`src/rtl/spi_slave_tx_ctrl.sv`:
```
// ---------------------------------------------------------------------------
// spi_slave_tx_ctrl
//
// Purpose:
//   Sequences the SPI slave transmit shifter for one read burst. Pulls 32-bit
//   words from a valid/ready source (the TX FIFO read port), loads each word
//   into the shifter, programs the shift count for single-line or quad mode
//   and tracks how many words of the burst are still to be sent. Lives in the
//   sclk-derived clock domain, on the same edge that clocks the shifter.
//
// Ports:
//   clk_i            in   1      clock (shifter edge)
//   rst_ni           in   1      asynchronous active-low reset
//   cs_i             in   1      chip select, high = deselected; synchronous abort
//   start_i          in   1      start burst (only looked at in IDLE)
//   quad_i           in   1      1 = quad, 0 = single line (latched at start)
//   len_i            in   LEN_W  burst length in words (latched at start)
//   busy_o           out  1      burst in progress
//   done_o           out  1      one-cycle pulse when a burst completes
//   underrun_o       out  1      one-cycle pulse when PAD_WORD is substituted
//   rdata_i          in   32     source word
//   rvalid_i         in   1      source word valid
//   rready_o         out  1      pop source (handshake = rvalid_i & rready_o)
//   tx_data_o        out  32     word to shifter
//   tx_data_valid_o  out  1      load tx_data_o into the shifter this cycle
//   tx_counter_o     out  8      shift count target: 7 quad, 31 single
//   tx_counter_upd_o out  1      load tx_counter_o / restart shifter this cycle
//   tx_done_i        in   1      shifter is on the last shift of its word
//
// Optional feature (macro SPI_TX_CTRL_UNDERRUN_CNT_EN):
//   underrun_cnt_o   out  16     saturating count of underrun_o pulses since
//                                reset, cleared when a start is accepted
// ---------------------------------------------------------------------------
module spi_slave_tx_ctrl #(
  parameter int          LEN_W    = 16,
  parameter logic [31:0] PAD_WORD = 32'h0000_0000
) (
  input  logic             clk_i,
  input  logic             rst_ni,
  input  logic             cs_i,
  input  logic             start_i,
  input  logic             quad_i,
  input  logic [LEN_W-1:0] len_i,
  output logic             busy_o,
  output logic             done_o,
  output logic             underrun_o,
  input  logic [31:0]      rdata_i,
  input  logic             rvalid_i,
  output logic             rready_o,
  output logic [31:0]      tx_data_o,
  output logic             tx_data_valid_o,
  output logic [7:0]       tx_counter_o,
  output logic             tx_counter_upd_o,
  input  logic             tx_done_i
`ifdef SPI_TX_CTRL_UNDERRUN_CNT_EN
  ,
  output logic [15:0]      underrun_cnt_o
`endif
);

  typedef enum logic [1:0] {
    IDLE,
    LOAD,
    SHIFT
  } state_t;

  localparam logic [LEN_W-1:0] LEN_ONE  = {{(LEN_W-1){1'b0}}, 1'b1};
  localparam logic [LEN_W-1:0] LEN_ZERO = '0;

  state_t           state;
  logic [LEN_W-1:0] remaining;
  logic             quad_q;
  logic             load;

  // A load happens in the single LOAD cycle and again, with no bubble, on
  // every tx_done_i while words remain. Deselect kills the load outright so
  // the source is never popped on an abort cycle.
  always_comb begin
    load = 1'b0;
    if (!cs_i) begin
      if (state == LOAD) begin
        load = 1'b1;
      end else if (state == SHIFT && tx_done_i && remaining != LEN_ZERO) begin
        load = 1'b1;
      end
    end
  end

  assign busy_o           = (state != IDLE);
  assign rready_o         = load;
  assign tx_data_valid_o  = load;
  assign tx_counter_upd_o = load;

  // An empty source never stalls the line: the pad word goes out instead and
  // the burst carries on as if a real word had been sent.
  assign tx_data_o    = load ? (rvalid_i ? rdata_i : PAD_WORD) : 32'h0000_0000;
  assign underrun_o   = load & ~rvalid_i;
  assign tx_counter_o = quad_q ? 8'd7 : 8'd31;

  // Burst sequencer. remaining holds the words still to be loaded after the
  // current one; it is armed with the full length at start and decremented on
  // each load, so reaching zero on tx_done_i marks the end of the burst.
  always_ff @(posedge clk_i or negedge rst_ni) begin
    if (!rst_ni) begin
      state     <= IDLE;
      remaining <= LEN_ZERO;
      quad_q    <= 1'b0;
      done_o    <= 1'b0;
    end else begin
      done_o <= 1'b0;
      if (cs_i) begin
        state     <= IDLE;
        remaining <= LEN_ZERO;
      end else begin
        case (state)
          IDLE: begin
            if (start_i) begin
              if (len_i != LEN_ZERO) begin
                state     <= LOAD;
                remaining <= len_i;
                quad_q    <= quad_i;
              end else begin
                done_o <= 1'b1;
              end
            end
          end
          LOAD: begin
            remaining <= remaining - LEN_ONE;
            state     <= SHIFT;
          end
          SHIFT: begin
            if (tx_done_i) begin
              if (remaining != LEN_ZERO) begin
                remaining <= remaining - LEN_ONE;
              end else begin
                state  <= IDLE;
                done_o <= 1'b1;
              end
            end
          end
          default: begin
            state     <= IDLE;
            remaining <= LEN_ZERO;
          end
        endcase
      end
    end
  end

`ifdef SPI_TX_CTRL_UNDERRUN_CNT_EN
  logic        start_ok;
  logic [15:0] underrun_cnt;

  assign start_ok = (state == IDLE) && start_i && !cs_i;

  // Per-burst underrun tally: cleared when a new burst is accepted, so after
  // back-to-back bursts it reflects only the most recent one. Sticks at max.
  always_ff @(posedge clk_i or negedge rst_ni) begin
    if (!rst_ni) begin
      underrun_cnt <= 16'h0000;
    end else if (start_ok) begin
      underrun_cnt <= 16'h0000;
    end else if (underrun_o && underrun_cnt != 16'hFFFF) begin
      underrun_cnt <= underrun_cnt + 16'h0001;
    end
  end

  assign underrun_cnt_o = underrun_cnt;
`endif

endmodule

```
`config.mk`:
```
export PLATFORM = sky130hd
export DESIGN_NAME = spi_slave_tx_ctrl
export DESIGN_NICKNAME = d
export VERILOG_FILES = /design/src/rtl/spi_slave_tx_ctrl.sv
export SDC_FILE = /design/constraint.sdc
export NUM_CORES = 1
export LEC_CHECK = 0
export BUFFER_PORTS_ARGS = -buffer_cell sky130_fd_sc_hd__buf_2
export CELL_PAD_IN_SITES_DETAIL_PLACEMENT = 0
export CELL_PAD_IN_SITES_GLOBAL_PLACEMENT = 1
export CORE_ASPECT_RATIO = 1.25
export CORE_MARGIN = 2
export CORE_UTILIZATION = 31
export DETAILED_ROUTE_END_ITERATION = 8
export MAX_ROUTING_LAYER = met4
export PLACE_DENSITY_LB_ADDON = 0.1
export SLEW_MARGIN = 20
export SYNTH_ARGS = -nofsm -noshare
export SYNTH_HDL_FRONTEND = slang
export SYNTH_SLANG_ARGS = --single-unit
```
`constraint.sdc`:
```
create_clock -name clk_i -period 2.7 [get_ports clk_i]
set_clock_uncertainty 0.15 [all_clocks]
set_input_delay 0.27 -clock clk_i [delete_from_list [all_inputs] [get_ports clk_i]]
set_output_delay 0.27 -clock clk_i [all_outputs]
set_load 0.05 [all_outputs]
```
==> reports/summary.md, run 1 <==
The first-pass iteration count of the detailed router was 4; the fraction of registers with async set/reset was 1.00. Xor and xnor area share after synthesis: 0.0437. The startpoint identified for the worst register-to-register timing path is remaining[8].

For the net total in the final layout, the log shows 374. The final wirelength came out at 6.07 mm. Most common library cell in the layout ignoring fill and taps: buf_2. Each instance of the synthesized netlist takes up on average 8.43 um2. Measured along the x axis, the die boundary spans 72.2 um. The tools report the overall track demand over capacity in global routing as 0.193. The starting DRC count in detailed routing was 96.

TritonCTS built the clock tree. Summed over all nets, wire length on met2 after detailed routing comes to 3.18 mm. In the layout the commonest cells are 63 x buf_2, 33 x and2_1, 29 x buf_4.

The tools report the endpoint class of the critical path as an output pin. At the placement stage, the worst setup path has a slack of 0.309 ns. The endpoint identified for the worst register-to-register timing path is remaining[12]. The post-synthesis compound-gate area fraction was 0.232. The count of H-tree levels built during CTS is 1, and the hold-critical path depth is 2. Setup repair after global routing could not meet its margin everywhere. The run gives 5700 um2 as the area of the core. The post-route worst setup slack is 0.0664 ns, and the total power density per cell area is 648 nW/um2. The dominant register cell in the synthesized netlist was dfrtp_1. For this run the aggregate overflow at the end of global routing stands at 0. The launch point of the worst hold path is quad_i. The simple-gate share of the synthesized area was 0.306; the number of post-CTS setup repair buffers was 0. Counting the fill cells in the layout gives 583. The fraction of final layout cells sized beyond drive strength 1 works out to 0.410. The latest clock arrival within the worst-skew pair was 0.26 ns. The worst setup path is launched from a register.

The depth of the worst register-to-register path came out at 5. The Yosys step of the flow raised 0 warnings. Synthesis inferred 20 register bits. Adder and majority gate portion of the synthesized area: 0.0416. Across all hold checks on the routed design, the worst slack comes to 0.0817 ns.

For the initial standard-cell utilization of the core, the log shows 0.316. The post-detailed-route wirelength per cell came out at 16.0 um. The tools report the hold path endpoint as quad_q. Using the TritonRoute via totals, the vias-per-cell ratio works out to 5.25. For this design the static power due to leakage is 1.28 nW.

For the worst setup path, the data required time is 2.28 ns. The die height works out to 89.3 um. The first global-routing pass estimated 9.40 mm of wire. The number of max-capacitance violations reported is 0.

Period utilization: 0.975. The flow ran to the end, and the final reports show no timing, DRC or antenna violations. After detailed routing, the number of remaining DRC violations is 0. The via count of the first global-routing pass came out at 1990. Wire segments on met3 add up to 376 um in the final route. The number of clock buffers added by TritonCTS is 3. The via total after detailed routing is 1983, and the register area share after synthesis is 0.278.

At the end of routability-driven placement, the weighted congestion stood at 0.766. The die covers 6450 um2. After synthesis, the largest family of logic cells by area is simple AND/OR/NAND/NOR gates.

The worst-case IR drop observed on VDD is 0.000211 V. The tools report the number of cells produced by synthesis as 214. Summing all placed instances gives a cell area of 2350 um2. The worst hold-check path type is primary input to register. For this design the top-level I/O count stands at 101.

The run gives 0 as the number of hold violations in the final report. After synthesis, the netlist uses 49 different library cells. The maximum number of pins on one net before global-route repair came out at 32. The count of nets left with antenna violations once routing finished came out at 0. 0 antenna diodes ended up in the layout. After clock tree synthesis, the clock-pin slew on the worst setup and hold paths is 0.09 ns.

The count of flip-flops with a built-in enable after synthesis was 0. Based on the critical path, the design can be clocked at up to 0.380 GHz. Utilization after layout: 0.447. For the final setup violation count, the log shows 0.

The post-route minimum period works out to 2.63 ns. The run gives 2 as the buffer depth of the longest clock path. The internal reg-to-reg setup slack was 0.55 ns; the number of buffers inserted by port buffering was 94. In the final routing, the length of wire on met1 measures 2.39 mm. Cell at the root of the clock tree: clkbuf_8.

The logs give 0 for the final max-slew violation count and 2550 um2 for the summed area of non-filler cells in the final layout. Share of cell area taken by muxes after synthesis: 0.00625. Detailed placement finished with a half-perimeter wire length of 4.67 mm. Of all nets on the critical path, the largest fanout is 8. The uppermost layer routed is met4. Type of the worst setup path: register to output pin.

In this run the core area contains 31 standard-cell rows. The logs give 20 for the clock sink count and 1800 um2 for the area of the mapped netlist. Initial antenna violation count: 0. Data arrives at the worst endpoint at 2.21 ns.

Layout overhead on the synthesized area: 41.5%.
==> critical path, stage by stage, from the launching register on <==
cell      delay, ns
dfrtp_1        0.41
inv_1          0.08
ha_1           0.21
nor3b_2        0.16
nand4_2        0.13
a31oi_4        0.11
nor3b_4        0.28
buf_4          0.20
and2_1         0.14
clkbuf_4       0.23
==> cell type report <==
type	count	area [um2]	share of cell area
clock buffers	4	55.1	0.0216
multi-input cells	168	1180	0.463
repair buffers	111	697	0.273
well taps	66	82.6	0.0324
flip-flops and latches	20	500	0.196
inverters	9	33.8	0.0132
==> metrics by stage <==
stage / total power [mW] / TNS, ns / instances
5_1_grt: 1.77 / -0.456 / 378
6_report: 1.65 / 0 / 378
2_1_floorplan: 1.13 / 0 / 218
4_1_cts: 1.64 / 0 / 376
3_3_place_gp: 1.39 / 0 / 371
3_5_place_dp: 1.39 / 0 / 371
==> logic make-up (layout without fill, tap and decap cells) <==
| family | after synthesis | count (layout) |
|---|---|---|
| multiplexers | 1 | 1 |
| AO/OA/AOI/OAI | 61 | 61 |
| XOR/XNOR | 9 | 9 |
| flip-flops | 20 | 20 |
| AND/OR/NAND/NOR | 85 | 85 |
| buffers and inverters | 30 | 124 |
| other | 2 | 6 |
| adder cells (fa/ha/maj) | 6 | 6 |
==> registers in the layout (all words and copies together) (netlist names) <==
| register | flops |
|---|---|
| quad_q | 1 |
| remaining | 16 |
| done_o | 1 |
| state | 2 |
==> metal layers <==
metal	GRT usage	vias to the layer above
li1	-	954
met1	0.212	934
met2	0.353	89
met3	0.0259	6
met4	0.0738	0
met5	-	-
==> where the power goes <==
group	total (mW)	internal [mW]	switching [mW]
Clock	0.245	0.130	0.115
Sequential	0.465	0.367	0.0981
Combinational	0.943	0.371	0.571
==> worst max path at each step <==
stage,startpoint,end,slack [ns],cells past startpoint
2_1_floorplan,remaining[0],underrun_o,0.03,7
3_3_place_gp,remaining[8],tx_data_o[3],0.33,8
4_1_cts,remaining[0],tx_data_o[4],0.01,9
6_report,remaining[0],tx_data_o[9],0.07,9
3_5_place_dp,remaining[0],tx_data_o[4],0.31,9
5_1_grt,remaining[0],tx_data_o[18],-0.07,9
==> cell usage after synthesis (4+ instances only) <==
| master | n | area [um2] |
|---|---|---|
| o21ai_1 | 6 | 30.0 |
| nor3_1 | 6 | 30.0 |
| nand2_1 | 4 | 15.0 |
| clkbuf_1 | 7 | 26.3 |
| o31ai_1 | 13 | 97.6 |
| o21ai_0 | 13 | 65.1 |
| dfrtp_1 | 20 | 500 |
| and2_1 | 33 | 206 |
| buf_4 | 10 | 75.1 |
| xor2_1 | 6 | 52.6 |
| nor4_1 | 7 | 43.8 |
| a21oi_1 | 8 | 40.0 |
| inv_1 | 9 | 33.8 |
| a22oi_1 | 11 | 82.6 |
| nor2_1 | 9 | 33.8 |
| ha_1 | 6 | 75.1 |
==> timing repair <==
| action | CTS | global route |
|---|---|---|
| gates resized for setup | 1 | 60 |
| endpoints found under the hold margin | 20 | 0 |
| hold buffers | 1 | 0 |
| setup endpoints to repair | 1 | 31 |
| gates cloned | 0 | 2 |
(Power assumes the default switching activity.)
==> inputs of run 2 (changes only) <==
CELL_PAD_IN_SITES_DETAIL_PLACEMENT = 2   (was 0)
CELL_PAD_IN_SITES_GLOBAL_PLACEMENT = 2   (was 1)
CORE_UTILIZATION = 24   (was 31)
RECOVER_POWER = 100   (was default)
==> run 2 against run 1 <==
Setup slack improved by 0.062 ns. Largest power group unchanged. Critical endpoint is now tx_data_o[23]. Routed wire length grew 23%. Sequential power about the same.
==> reports/summary.md, run 2 (synthesis results as in run 1) <==
The initial antenna violation count came out at 0. The total power density per cell area came out at 647 nW/um2. The first global-routing pass estimated 11.7 mm of wire. Maximum operating frequency: 0.389 GHz.

The worst-case IR drop observed on VDD is 0.000212 V. The largest registers in the layout are remaining: 16 flops, state: 2 flops. The pre-CTS setup slack came out at 0.327 ns. For the worst setup path, the data required time is 2.28 ns.

The library cell used most frequently in the layout, excluding fill and tap cells, is buf_2. Net total in the final layout: 375. Setup violations remaining at the end of the flow were counted as 0. Summed over all cells, the static leakage comes to 1.29 nW. The run gives 4 as the first-pass iteration count of the detailed router.

The endpoint class of the critical path was an output pin. The min-delay analysis places its worst path in the category primary input to register. Dividing the detail-routed via count by the number of cells gives 5.05. The type of the worst setup path was register to output pin.

Row generation in the floorplan step produced 35 rows. The global-route congestion overflow total is 0. Summed over all nets, the half-perimeter wirelength after detailed placement is 5.80 mm.

The die covers 8230 um2. Entering global routing, the biggest net connects 33 pins. The remaining antenna violation count was 0; the buffer depth of the longest clock path was 2.

The flow ran to the end, and the final reports show no timing, DRC or antenna violations. The filler cells instantiated in the layout total 852. TritonCTS built the clock tree. The I/O pin count is 101. Clock-pin slew was measured on the worst setup and hold paths at 0.09 ns. The logs give 0 ns for the setup total negative slack and 0.129 ns for the post-route worst setup slack. For the pin with the worst max-slew slack, the measured transition is 1.26 ns. At the end of routability-driven placement, the weighted congestion stood at 0.780. Measured along the x axis, the die boundary spans 81.5 um. The internal reg-to-reg setup slack is 0.38 ns, and the final wirelength is 7.49 mm. For this run, design rule violations remaining after detail routing come to 0. The clock reaches the later pin of the worst-skew pair after 0.27 ns. The number of flip-flops under the largest register name was 16. The multi-input gate area in the final layout was 1180 um2. The logs give 2238 for the via count of the first global-routing pass and 0.159 for the worst slew margin relative to its limit. Via total after detailed routing: 2044.

The final max-slew violation count was 0; the fraction of final layout cells sized beyond drive strength 1 was 0.399. The tools report the initial standard-cell utilization of the core as 0.247. In this run, CTS created clock tree buffers numbering 3. The worst setup path is launched from a register.

The routed design could run at a clock period as short as 2.57 ns. The repair_antennas step left the layout with diodes totalling 0. The count of buffers added on input and output ports is 94. Dividing the detail-routed wire length by the instance count gives 18.5 um.

Along the worst path, the maximum fanout reaches 32. The cell at the root of the clock tree was clkbuf_8. The die is 101 um tall. At the worst endpoint, the arrival time is 2.15 ns. The layout overhead on the synthesized area was 48.2%. The number of hold violations in the final report is 0. In the final layout, flip-flops and latches occupy 500 um2. The register with the most flip-flops is remaining. The count of H-tree levels built during CTS is 1. The period utilization is 0.952.

Setup repair after global routing could not meet its margin everywhere. The first routing iteration left 64 violations. The logs give 0 for the number of max-capacitance violations reported and 7310 um2 for the area of the core.

The overall track demand over capacity in global routing is 0.191, and the clock sink count is 20. The library cells used most frequently in the layout, excluding fill and tap cells, are 57 x buf_2, 33 x and2_1, 24 x buf_6, 24 x buf_4, 20 x dfrtp_1.
==> run 2: cell types whose count changed in the layout (fill, tap and decap cells not counted), sizes merged <==
cell and change:
buf +9, clkbuf -8
==> run 2: per-stage QoR <==
step	hold WS [ns]	std cells	power (mW)	cell area, um2	util
floorplan	-0.176	218	1.13	1820	-
global placement	0.134	398	1.44	2410	0.329
detailed placement	0.140	398	1.45	2410	0.329
CTS	0.0692	403	1.71	2470	0.338
global route	0.0780	405	1.85	2670	0.365
finish	0.0783	405	1.73	2670	0.365
==> run 2: power breakdown <==
group	internal, mW	leakage, nW	total, mW	switching (mW)
combinational	0.399	0.998	1.01	0.612
sequential	0.367	0.262	0.466	0.0995
clock	0.130	0.0288	0.252	0.122
total	0.896	1.29	1.73	0.833
==> run 2: layout make-up <==
type | instances | share of cell area
clock buffers | 4 | 0.0206
multi-input cells | 168 | 0.443
repair buffers | 112 | 0.294
inverters | 9 | 0.0126
flip-flops and latches | 20 | 0.187
well taps | 92 | 0.0431
==> run 2: critical path: stages (launching register included) <==
cell	delay (ns)
dfrtp_1	0.42
inv_1	0.06
ha_1	0.19
nor3b_2	0.16
nand4_2	0.15
a31oi_4	0.11
nor3b_2	0.26
buf_12	0.19
and2_1	0.17
buf_6	0.17
==> run 2: timing repair <==
action	CTS	global route
buffers inserted	0	2
endpoints found under the setup margin	0	32
resized for setup	0	91
endpoints found under the hold margin	20	0
hold buffers	1	0
==> run 2: final timing paths <==
check / startpoint / to / cells past startpoint
max in group asynchronous: rst_ni / done_o / 2
worst max register to register: remaining[8] / remaining[14] / 6
min in group asynchronous: rst_ni / remaining[13] / 2
worst min register to register: quad_q / quad_q / 1
worst max-delay path: remaining[1] / tx_data_o[23] / 9
worst min-delay path: quad_i / quad_q / 2
==> run 2: per-layer routing <==
metal	GRT usage	vias up	part of all wire
met1	0.220	981	0.38
met5	-	-	0
li1	-	957	-
met2	0.329	96	0.53
met3	0.0296	10	0.069
met4	0.0678	0	0.022
==> inputs of run 3 (changes only) <==
SETUP_SLACK_MARGIN = 0.4   (was default)
==> run 3 against run 2 <==
Routed wire length increased by 4.8%. Non-clock buffer count increased by 6. Sequential share of layout area decreased by 1.0 points. Highest routed layer unchanged.
==> reports/summary.md, run 3 (synthesis results as in run 1) <==
The first global-routing pass estimated 11.9 mm of wire. Detailed routing inserted a total of 2076 vias. Of all nets on the critical path, the largest fanout is 8. The initial antenna violation count is 0. The final setup violation count was 0. The logs give 2500 um2 for the area of placed instances and 381 for the net total in the final layout. The completed layout was analyzed and its total power is 1.75 mW.

In the routed design, unresolved DRC markers number 0. The setup check on the worst reg-to-reg path leaves a slack of 0.27 ns. The tools report the overall track demand over capacity in global routing as 0.194.

The weighted congestion at the end of routability-driven global placement was 0.860; the first-pass iteration count of the detailed router was 4. The run finished with clean final reports. After floorplanning, the core was sized to cover 7310 um2.

The final max-slew violation count is 0, and the remaining antenna violation count is 0. In this run the clock root is driven by a clkbuf_8. Data on the critical path is required at its endpoint by 2.28 ns. The worst hold-check path type is primary input to register.

At the pin with the least slew margin, the transition time is 1.24 ns. Once layout is done, the placed cells without fillers occupy 2850 um2. The initial standard-cell utilization of the core is 0.247. The endpoint class of the critical path is an output pin. Worst slew margin relative to its limit: 0.174. The floorplan step defined a die boundary enclosing 8230 um2. The logs give 2247 for the via count of the first global-routing pass and 52 for the starting DRC count in detailed routing.

Relative to the synthesized area, the layout overhead comes to 57.9%. The worst register-to-register path has a depth of 6. The clock transition at the registers of the reported paths is 0.08 ns. Counting flops per register, the top entry is remaining. Die outline width: 81.5 um. The logs give 3 for the number of buffers created by CTS and 1 for the count of H-tree levels built during CTS. The number of buffers inserted by port buffering works out to 94. Static timing analysis puts the maximum clock frequency at 0.392 GHz. The routed design could run at a clock period as short as 2.55 ns. Entering global routing, the biggest net connects 21 pins. The most critical setup path has its startpoint at remaining[2]. The clock sink count is 20. The type of the worst setup path is register to output pin. The largest registers in the layout are remaining: 16 flops, state: 2 flops.

Summed over all cells, the static leakage comes to 1.37 nW. For this block, the routed nets add up to 7.85 mm of wire. Setup repair after global routing could not meet its margin everywhere. In this run the critical register-to-register path is captured at remaining[14]. VDD sags by at most 0.000231 V. Most common library cell in the layout ignoring fill and taps: buf_2.

At the later pin of the worst-skew pair, clock insertion delay measures 0.26 ns. In this run the vertical extent of the chip is 101 um. STA classifies the critical path startpoint as a register. In the final routing, the length of wire on met1 measures 3.11 mm. 101 I/O pins were placed. The number of vias per cell after detailed routing was 5.06. The period utilization works out to 0.944. The met3 wire length is 625 um. Max-cap violations in this run came to 0.

Global routing finished with a remaining overflow of 0. After detailed routing, no signal wire sits above met4. The setup total negative slack was 0 ns; the detailed-placement wirelength estimate was 5.64 mm. TritonCTS built the clock tree. The repair_antennas step left the layout with diodes totalling 0.

The top cell types in the final layout, fill and taps aside, are 53 x buf_2, 38 x buf_4, 32 x and2_4. Buffer depth of the longest clock path: 2. The number of flip-flops under the largest register name works out to 16.

Fraction of final layout cells sized beyond drive strength 1: 0.522. For the worst setup path, the data arrival time is 2.13 ns. The total length of routed met2 wires came out at 3.98 mm. The post-detailed-route wirelength per cell works out to 19.1 um. The destination of the critical timing path was tx_data_o[15]. The floorplan has 35 rows. The tools report the reg-to-reg startpoint as remaining[2].

Power spread over the standard cell area amounts to 613 nW/um2. The number of hold violations in the final report is 0.
-- run 3: critical path, stage by stage (launching register included) --
cell     delay [ns]
dfrtp_1        0.42
nor4_4         0.36
nand4_2        0.19
a31oi_4        0.21
nor3b_2        0.09
buf_6          0.14
buf_16         0.13
and2_4         0.15
buf_4          0.18
-- run 3: final cells by class --
class | count | area [um2]
inverter | 9 | 33.8
multi-input combinational | 168 | 1310
clock buffer | 3 | 41.3
sequential | 20 | 504
tap | 92 | 115
fill | 881 | 4470
timing repair buffer | 118 | 842
-- run 3: routing by layer --
layer  up-vias  global-route usage
met2        89               0.355
li1        974                   -
met4         0              0.0548
met1      1004               0.212
met3         9              0.0305
met5         -                   -
-- run 3: power breakdown --
part / internal, mW / switching, mW
sequential: 0.369 / 0.100
clock: 0.0997 / 0.107
combinational: 0.430 / 0.642
total: 0.898 / 0.849
-- run 3: repair_timing --
action	4_1_cts	5_1_grt
cloned	2	1
buffers inserted	5	1
setup endpoints to repair	37	38
hold buffers	1	0
pin swaps	13	7
hold endpoints to repair	20	0
resized for setup	95	7
-- run 3: how the worst min path moves through the flow --
stage | from | endpoint | slack (ns) | cells after the start
final | quad_i | quad_q | 0.10 | 2
after global routing | quad_i | quad_q | 0.10 | 2
after CTS | quad_i | quad_q | 0.11 | 2
after detailed placement | rst_ni | remaining[10] | 0.12 | 1
after global placement | rst_ni | remaining[7] | 0.12 | 1
after floorplan | rst_ni | done_o | -0.18 | 0
-- run 3: through the flow --
stage / std cells / hold slack, ns / utilization / worst slack [ns]
floorplan: 218 / -0.176 / - / 0.0506
global placement: 397 / 0.117 / 0.342 / 0.221
detailed placement: 397 / 0.119 / 0.342 / 0.161
CTS: 408 / 0.106 / 0.405 / 0.134
global route: 410 / 0.104 / 0.389 / 0.0343
finish: 410 / 0.102 / 0.389 / 0.152
